## config.mk

```make
export PLATFORM = sky130hd
export DESIGN_NAME = pc_gen_flat
export DESIGN_NICKNAME = d
export VERILOG_FILES = /design/src/rtl/pc_gen_if.sv /design/src/rtl/pc_gen.sv /design/src/flat_wrapper.sv
export SDC_FILE = /design/constraint.sdc
export NUM_CORES = 1
export LEC_CHECK = 0
export CAP_MARGIN = 20
export CORE_MARGIN = 10
export CORE_UTILIZATION = 41
export CTS_CLUSTER_SIZE = 8
export DETAILED_ROUTE_END_ITERATION = 8
export GPL_TIMING_DRIVEN = 0
export PLACE_DENSITY = 0.77
export RECOVER_POWER = 25
export SLEW_MARGIN = 0
export SYNTH_ARGS = -nofsm -noshare
export SYNTH_HDL_FRONTEND = slang
export SYNTH_SLANG_ARGS = --single-unit
```

## constraint.sdc

```tcl
create_clock -name clk -period 2 [get_ports clk]
set_input_delay 0.4 -clock clk [delete_from_list [all_inputs] [get_ports clk]]
set_output_delay 0.4 -clock clk [all_outputs]
set_load 0.01 [all_outputs]
```

## src/rtl/pc_gen_if.sv

```systemverilog
// Fetch-stage PC generator bus: control from hazard/branch/CP0 logic,
// registered fetch PC and status back to the IF stage.
interface pc_gen_if #(
    parameter int WIDTH = 32
);
    logic             stall_i;
    logic             br_taken_i;
    logic [WIDTH-1:0] br_target_i;
    logic             exc_i;
    logic             eret_i;
    logic [WIDTH-1:0] epc_i;
    logic             halt_i;
    logic [WIDTH-1:0] pc_o;
    logic             pc_valid_o;
    logic             adel_o;
    logic [1:0]       state_o;

    // Control side: hazard unit, branch unit, CP0
    modport master (
        output stall_i, br_taken_i, br_target_i, exc_i, eret_i, epc_i, halt_i,
        input  pc_o, pc_valid_o, adel_o, state_o
    );

    // PC generator side
    modport slave (
        input  stall_i, br_taken_i, br_target_i, exc_i, eret_i, epc_i, halt_i,
        output pc_o, pc_valid_o, adel_o, state_o
    );
endinterface

```

## src/rtl/pc_gen.sv

```systemverilog
// Program-counter generator for the fetch stage: next-PC selection
// (sequential, branch, exception vector, ERET), boot/run/halt control,
// registered fetch-valid and misaligned-fetch flags.
module pc_gen #(
    parameter int               WIDTH       = 32,
    parameter logic [WIDTH-1:0] RESET_VEC   = 32'h0000_3000,
    parameter logic [WIDTH-1:0] EXC_VEC     = 32'h0000_4180,
    parameter int               STEP        = 4,
    parameter int               BOOT_CYCLES = 2
) (
    input  logic     clk,
    input  logic     reset,
    pc_gen_if.slave  bus
);

    typedef enum logic [1:0] {
        S_BOOT = 2'b00,
        S_RUN  = 2'b01,
        S_HALT = 2'b10
    } state_t;

    localparam logic [WIDTH-1:0] STEP_W    = WIDTH'(STEP);
    localparam logic [3:0]       BOOT_LAST = 4'(BOOT_CYCLES - 1);

    state_t           state_q, state_n;
    logic [3:0]       cnt_q, cnt_n;
    logic [WIDTH-1:0] pc_q, pc_n;
    logic             valid_q;
    logic             adel_q;

    // Word fetches need the two low PC bits clear.
    function automatic logic misaligned(input logic [WIDTH-1:0] pc);
        return pc[1:0] != 2'b00;
    endfunction

    // Next state, next PC and boot counter from the current state and controls.
    always_comb begin
        state_n = state_q;
        cnt_n   = cnt_q;
        pc_n    = pc_q;
        case (state_q)
            S_BOOT: begin
                cnt_n = cnt_q + 4'd1;
                if (cnt_q == BOOT_LAST)
                    state_n = S_RUN;
            end
            S_RUN: begin
                if (bus.exc_i)
                    pc_n = EXC_VEC;
                else if (bus.eret_i)
                    pc_n = bus.epc_i;
                else if (bus.br_taken_i)
                    pc_n = bus.br_target_i;
                else if (bus.halt_i)
                    state_n = S_HALT;
                else if (!bus.stall_i)
                    pc_n = pc_q + STEP_W;
            end
            S_HALT: begin
                // Only an interrupt/exception wakes a halted core.
                if (bus.exc_i) begin
                    pc_n    = EXC_VEC;
                    state_n = S_RUN;
                end
            end
            default: begin
                // Illegal encoding: restart the boot sequence.
                state_n = S_BOOT;
                cnt_n   = 4'd0;
            end
        endcase
    end

    // State, PC and registered status flags; reset dominates every state.
    always_ff @(posedge clk) begin
        if (reset) begin
            state_q <= S_BOOT;
            cnt_q   <= 4'd0;
            pc_q    <= RESET_VEC;
            valid_q <= 1'b0;
            adel_q  <= misaligned(RESET_VEC);
        end else begin
            state_q <= state_n;
            cnt_q   <= cnt_n;
            pc_q    <= pc_n;
            valid_q <= (state_n == S_RUN);
            adel_q  <= misaligned(pc_n);
        end
    end

    assign bus.pc_o       = pc_q;
    assign bus.pc_valid_o = valid_q;
    assign bus.adel_o     = adel_q;
    assign bus.state_o    = state_q;

endmodule
```

## src/flat_wrapper.sv

```systemverilog
// flat-port wrapper written by rule: the top's interface ports become plain ports
module pc_gen_flat 
#(
    parameter int               WIDTH       = 32,
    parameter logic [WIDTH-1:0] RESET_VEC   = 32'h0000_3000,
    parameter logic [WIDTH-1:0] EXC_VEC     = 32'h0000_4180,
    parameter int               STEP        = 4,
    parameter int               BOOT_CYCLES = 2
)
  (clk, reset, bus_stall_i, bus_br_taken_i, bus_br_target_i, bus_exc_i, bus_eret_i, bus_epc_i, bus_halt_i, bus_pc_o, bus_pc_valid_o, bus_adel_o, bus_state_o);
  pc_gen_if #(.WIDTH(WIDTH)) bus_i ();
  input  logic clk;
  input  logic reset;
  input wire logic [$bits(bus_i.stall_i)-1:0] bus_stall_i;
  input wire logic [$bits(bus_i.br_taken_i)-1:0] bus_br_taken_i;
  input wire logic [$bits(bus_i.br_target_i)-1:0] bus_br_target_i;
  input wire logic [$bits(bus_i.exc_i)-1:0] bus_exc_i;
  input wire logic [$bits(bus_i.eret_i)-1:0] bus_eret_i;
  input wire logic [$bits(bus_i.epc_i)-1:0] bus_epc_i;
  input wire logic [$bits(bus_i.halt_i)-1:0] bus_halt_i;
  output wire logic [$bits(bus_i.pc_o)-1:0] bus_pc_o;
  output wire logic [$bits(bus_i.pc_valid_o)-1:0] bus_pc_valid_o;
  output wire logic [$bits(bus_i.adel_o)-1:0] bus_adel_o;
  output wire logic [$bits(bus_i.state_o)-1:0] bus_state_o;
  assign bus_i.stall_i = bus_stall_i;
  assign bus_i.br_taken_i = bus_br_taken_i;
  assign bus_i.br_target_i = bus_br_target_i;
  assign bus_i.exc_i = bus_exc_i;
  assign bus_i.eret_i = bus_eret_i;
  assign bus_i.epc_i = bus_epc_i;
  assign bus_i.halt_i = bus_halt_i;
  assign bus_pc_o = bus_i.pc_o;
  assign bus_pc_valid_o = bus_i.pc_valid_o;
  assign bus_adel_o = bus_i.adel_o;
  assign bus_state_o = bus_i.state_o;
  pc_gen #(.WIDTH(WIDTH), .RESET_VEC(RESET_VEC), .EXC_VEC(EXC_VEC), .STEP(STEP), .BOOT_CYCLES(BOOT_CYCLES)) u_core (.clk(clk), .reset(reset), .bus(bus_i));
endmodule
```

# Yosys cells after proc, flatten, opt, wreduce, memory -nomap -nowiden
# Cells that the tools add are included.
[word_totals]
memories = 0
mem_bits_ro = 0
ff_bits = 40
word_cells = 35
mem_bits_rw = 0
inputBits = 71
latchBits = 0
out_inout_bits = 36
[classes]
mul = 0
n_reduce_logical = 5
bitwise_logic = 0
addsub = 2
mux = 15
eq_ne = 7
n_lt_le_gt_ge = 0
shifts = 0
div_mod_pow = 0
[ops]
columns = ["operator", "count"]
rows = [
  ["$mux 32", 6],
  ["$pmux 32 s2", 1],
  ["$add 32x3->32 const B", 1],
  ["$mux 2", 6],
  ["$ne 5x5->1 const B", 2],
  ["$pmux 4 s2", 1],
  ["$pmux 2 s3", 1],
  ["$add 4x1->4 const B", 1],
  ["$eq 2x1->1 const B", 2],
  ["$eq 4x1->1 const B", 1],
  ["$reduce_and 4->1", 1],
  ["$reduce_bool 2->1", 2],
  ["$eq 2x2->1 const B", 1],
  ["$logic_not 2->1", 1],
  ["$ne 2x2->1 const B", 1],
  ["$reduce_or 2->1", 1],
]

# Logic depth before layout (Yosys ltp)
# Gate-level depths: netlist of run 1.
[logic_depth]
ltp_word = 8
ltp_mapped = 9
mapped_depth_nobuf = 7

# Least setup slack after synthesis of run 1
# Ideal clock, no wire load.
[synth_timing]
path_kind = "reg-to-reg"
start = "reg u_core.state_q[0] (netlist: u_core.bus.state_o[0])"
end = "reg u_core.pc_q[30] (netlist: u_core.bus.pc_o[30])"
period_less_slack_ns = 2.166
path_buffers = 2
required_ns = 1.942
arrival_time_ns = 2.108
setup_slack_ns = -0.166
stages_incl_launch_ff = 10
setup_ns = 0.058
path_cell_list = "dfxtp_1 -> inv_1 -> ha_1 -> buf_2 -> nand4bb_4 -> a211o_1 -> buf_6 -> a2111oi_2 -> mux2_1 -> a211o_1"
[synth_via]
elab_chain_len = 3
elab_cells_between_ends = 8
classes_between = "eq/ne: 5; mux: 1; reduce/logical: 2"
[synth_lines]
columns = ["element", "line_no", "rtl"]
rows = [
  ["start: declaration", "pc_gen.sv:25", "state_t state_q, state_n;"],
  ["start signal: assignment", "pc_gen.sv:83", "state_q <= state_n;"],
  ["$eq 2x1->1 / $eq 2x2->1 (equally long branches)", "pc_gen.sv:41", "case (state_q)"],
  ["$ne 5x5->1 (no source line), or another cell as far along", "-", ""],
  ["$reduce_and 4->1 (no source line)", "-", ""],
  ["end signal: assignment", "pc_gen.sv:85", "pc_q <= pc_n;"],
  ["end: declaration", "pc_gen.sv:27", "logic [WIDTH-1:0] pc_q, pc_n;"],
]
# Parallel ways exist; a longest one is shown, timed or not.
# A chain may end at the register's enable or synchronous reset.

# Final worst setup path of run 1
[layout_timing]
start = "reg u_core.pc_q[18] (netlist: u_core.bus.pc_o[18])"
end = "reg u_core.pc_q[30] (netlist: u_core.bus.pc_o[30])"
[layout_via]
elab_chain_len = 7
[layout_lines]
columns = ["element", "line_no", "rtl"]
rows = [
  ["$add 32x3->32", "pc_gen.sv:57", "pc_n = pc_q + STEP_W;"],
  ["$mux 32", "pc_gen.sv:56", "else if (!bus.stall_i)"],
  ["$mux 32", "pc_gen.sv:54", "else if (bus.halt_i)"],
  ["$mux 32", "pc_gen.sv:52", "else if (bus.br_taken_i)"],
  ["$mux 32", "pc_gen.sv:50", "else if (bus.eret_i)"],
  ["$mux 32", "pc_gen.sv:48", "if (bus.exc_i)"],
  ["$pmux 32 s2", "pc_gen.sv:41", ""],
]
# No other way between the ends. The select of a mux whose other input is x is not followed.

==> reports/summary.md, run 1 <==
Finish
* **most common cell after layout, fill and taps aside** clkdlybuf4s50_1
* **fin cells** 614
* **share of final-layout standard cells stronger than drive strength 1** 21.7%
* **relative area change from synthesis to final layout** 55.7%
* **Inserted Diodes** 0
* **commonest cells after routing, fill and taps aside** clkdlybuf4s50_1 (91), nor2_1 (32), nand2_1 (29)
* **total number of nets in the final design** 593
* **final core area utilization** 65.6%

Route
* **routed wire length per instance** 21.7 um
* **router iterations before antenna repair** 5
* **first-iteration detailed-routing DRC count** 306
* **post-DR vias/cell** 6.25
* **drc violations** 0
* **total wirelength of the detailed-routed design** 13.3 mm
* **remaining antenna violation count after routing** 0
* **total via count after detailed routing** 3837

Worst setup path
* **startpoint of the worst register-to-register path** u_core.bus.pc_o[18]
* **kind of capture point of the worst setup path** register
* **worst reg-to-reg path cell count** 5
* **critical path arrival** 2.21 ns
* **reg-to-reg endpoint** u_core.bus.pc_o[30]
* **worst stage delay on the critical path** 0.48 ns
* **cells along the critical path** and4_4 > or4b_4 > nor4_4 > mux2_4 > a211o_1
* **Buf+Inv Stages, Crit Path** 0
* **cell at the slowest stage of the critical path** or4b_4
* **CP delay by family, top** simple AND/OR/NAND/NOR gates
* **path length in cells of the critical path** 5
* **critical-path maximum fanout** 6
* **worst setup path startpoint** u_core.bus.pc_o[18]
* **startpoint types** register
* **Setup Crit Path Kind** register to register
* **flop2flop setup slack** -0.009 ns
* **critical path data required time** 2.20 ns

Hold path
* **hold path depth** 2
* **Hold Startpoint** u_core.cnt_q[2]
* **sink of the worst hold path** u_core.cnt_q[2]
* **worst hold path class** register to register

STA
* **total count of hold-check failures in the final report** 0
* **fraction of the cycle the final worst path needs** 100%
* **final worst hold slack** 0.519 ns
* **worst-case setup margin in the final layout** -0.00925 ns
* **Max Clock Freq** 0.498 GHz
* **Final Setup Violations** 1
* **final worst clock skew** 0.00751 ns
* **Max transition margin** 48.5%
* **slew at the pin with the worst max-slew slack** 0.771 ns
* **Final Critical Period** 2.01 ns
* **setup TNS** -0.00925 ns
* **count of final max-slew check failures** 0
* **RSZ-0062 raised after global routing** yes

Synthesis
* **cell taking the most area after synthesis** dfxtp_1
* **synthesized area per cell** 7.91 um2
* **number of flops mapped to enable cells by yosys** 0
* **library cells used by synthesis** 75
* **main flop type after synthesis** dfxtp_1
* **part of the Yosys area used for sequential elements** 26.3%
* **number of synthesized register bits** 40
* **post-synthesis cell area** 3040 um2
* **compound-cell area share of the yosys netlist** 31.4%
* **share of synthesized area spent on multiplexers** 3.38%
* **proportion of register bits with asynchronous set or reset after synthesis** 0%
* **count of synthesis-stage warnings from yosys** 0
* **largest family of logic cells by synthesized area** compound AO/OA/AOI/OAI gates
* **Post-Synth XOR/XNOR Area** 1.44%
* **Post-Synth Adder-Cell Area** 3.29%
* **net count of the mapped netlist** 463
* **share of Yosys cell area claimed by the top area cell type** 26.3%
* **gate count of the mapped netlist** 384
* **simple-gate share of the synthesized area** 26.9%
* **leading post-synthesis cells by cell area** dfxtp_1 (26%), nor2_1 (4.3%), a21oi_1 (3.8%), nand2_1 (3.7%), o22ai_1 (3.5%)

GRT
* **GRT Util Overall** 22.6%
* **maximum number of pins on one net before global-route repair** 13
* **total congestion overflow after global routing** 0
* **number of global-route vias before repair** 3935
* **antenna violations before repair** 0
* **first-pass GRT wire length** 20.9 mm

Power and ir drop
* **total power** 2.94 mW
* **Power Dens Cells** 622 nW/um2
* **leakage power total** 1.72 nW
* **peak supply drop** 0.000555 V

Floorplanning
* **Die ar.** 11300 um2
* **DIE HEIGHT** 106 um
* **I/O pins** 107
* **effective utilization at floorplan** 42.1%
* **width of the chip** 106 um
* **Placement Rows** 31
* **core region area** 7210 um2

Clock network
* **sink count of the clock tree** 40
* **insertion delay to the later sink of the worst-skew pair** 0.31 ns
* **TritonCTS buffer count** 5
* **clock tree from TritonCTS** done
* **number of H-tree branching levels** 2
* **buffer levels on the longest clock path** 2
* **Clock Root Buffer** clkbuf_8
* **number of hold buffers added after cts** 0
* **clock transition time at the flip-flop clock pins of the worst setup and hold paths** 0.09 ns

Run status
* **violations in the final reports** setup timing
* **result of the run** finished with violations

Flow run
* **reported max-cap violation count** 0

Place
* **placed cell count** 585
* **detailed placement HPWL** 9.47 mm
* **Port Buffer Count** 102
* **final estimated routing congestion in global placement** 0.922

[worst register-to-register path, delay by kind of cell, from the launching register on]
family | cells | cell delay [ns]
muxes | 1 | 0.32
and+or+nand+nor | 3 | 0.96
AOI/OAI and AO/OA | 1 | 0.22
DFF | 1 | 0.40
[power breakdown]
part	switching [mW]	leakage, nW	total (mW)	internal [mW]
logic	0.681	1.34	1.38	0.699
registers	0.113	0.334	1.00	0.889
clock network	0.315	0.0422	0.561	0.246
[worst max path at each step]
stage	to
3_3_place_gp	u_core.bus.pc_o[5]
3_5_place_dp	u_core.bus.pc_o[15]
6_report	u_core.bus.pc_o[30]
2_1_floorplan	u_core.bus.pc_o[30]
5_1_grt	u_core.bus.pc_o[26]
4_1_cts	u_core.bus.pc_o[15]
[cell families (layout without fill, tap and decap cells)]
logic type,after synthesis,in the layout
flops,40,40
simple gates,149,149
xor+xnor,5,5
buf+inv,41,172
fa+ha+maj,8,8
mux,10,10
compound gates,131,131
[cells in the mapped netlist, types with 3 or more instances]
cell / number
xnor2_1: 3
mux2i_1: 8
nand2b_1: 3
nand3b_1: 4
o21ai_0: 20
ha_1: 8
a221oi_1: 5
dfxtp_1: 40
nor4_1: 10
a22oi_1: 9
a211oi_1: 4
buf_6: 5
nand2_1: 30
inv_1: 13
nand4_1: 8
a22o_1: 6
o221ai_1: 5
buf_2: 4
and3_1: 9
a31oi_1: 3
or3_1: 5
nand3_1: 12
buf_1: 4
a221o_1: 6
nor2b_1: 3
a21oi_1: 23
clkbuf_1: 9
o2bb2ai_1: 4
nor2_1: 35
nor3_1: 9
o22ai_1: 17
a211o_1: 4
[routing by layer]
layer,up-vias,part of all wire (%),track usage (%)
li1,1752,-,-
met1,1826,38,26.7
met2,224,49,38.5
met3,35,10,5.62
met4,0,2.9,8.41
met5,-,0,0
[metrics by stage]
stage	worst slack, ns	cell area [um2]
detailed placement	-0.695	4210
CTS	0.000491	4580
floorplan	0.00361	3060
global route	-0.0730	4730
global placement	-0.651	4210
finish	-0.00925	4730
[flip-flops by register name, summed over array words and instances (netlist names)]
name                   count
u_core.bus.pc_o           32
u_core.cnt_q               4
u_core.bus.state_o         2
u_core.bus.adel_o          1
u_core.bus.pc_valid_o      1
[timing repair]
action | in CTS | in global routing
pin swaps | 6 | 9
gates resized for setup | 42 | 26
buffers inserted | 15 | 6
endpoints found under the setup margin | 32 | 21
gates cloned | 1 | 0
[layout make-up]
class | instances | area, um2
Clock inverter | 1 | 5.00
Fill cell | 613 | 2480
Sequential cell | 40 | 835
Clock buffer | 7 | 76.3
Multi-Input combinational cell | 303 | 2240
Inverter | 14 | 55.1
Timing Repair Buffer | 124 | 1220
Buffer | 26 | 179
Tap cell | 99 | 124
No activity file was read; power rests on OpenSTA's default activity.
==> run 2: changes to the inputs <==
HOLD_SLACK_MARGIN = 0.08   (was default)
==> results of run 2 <==
The final DEF is identical to that of run 1; final timing and power are the same.
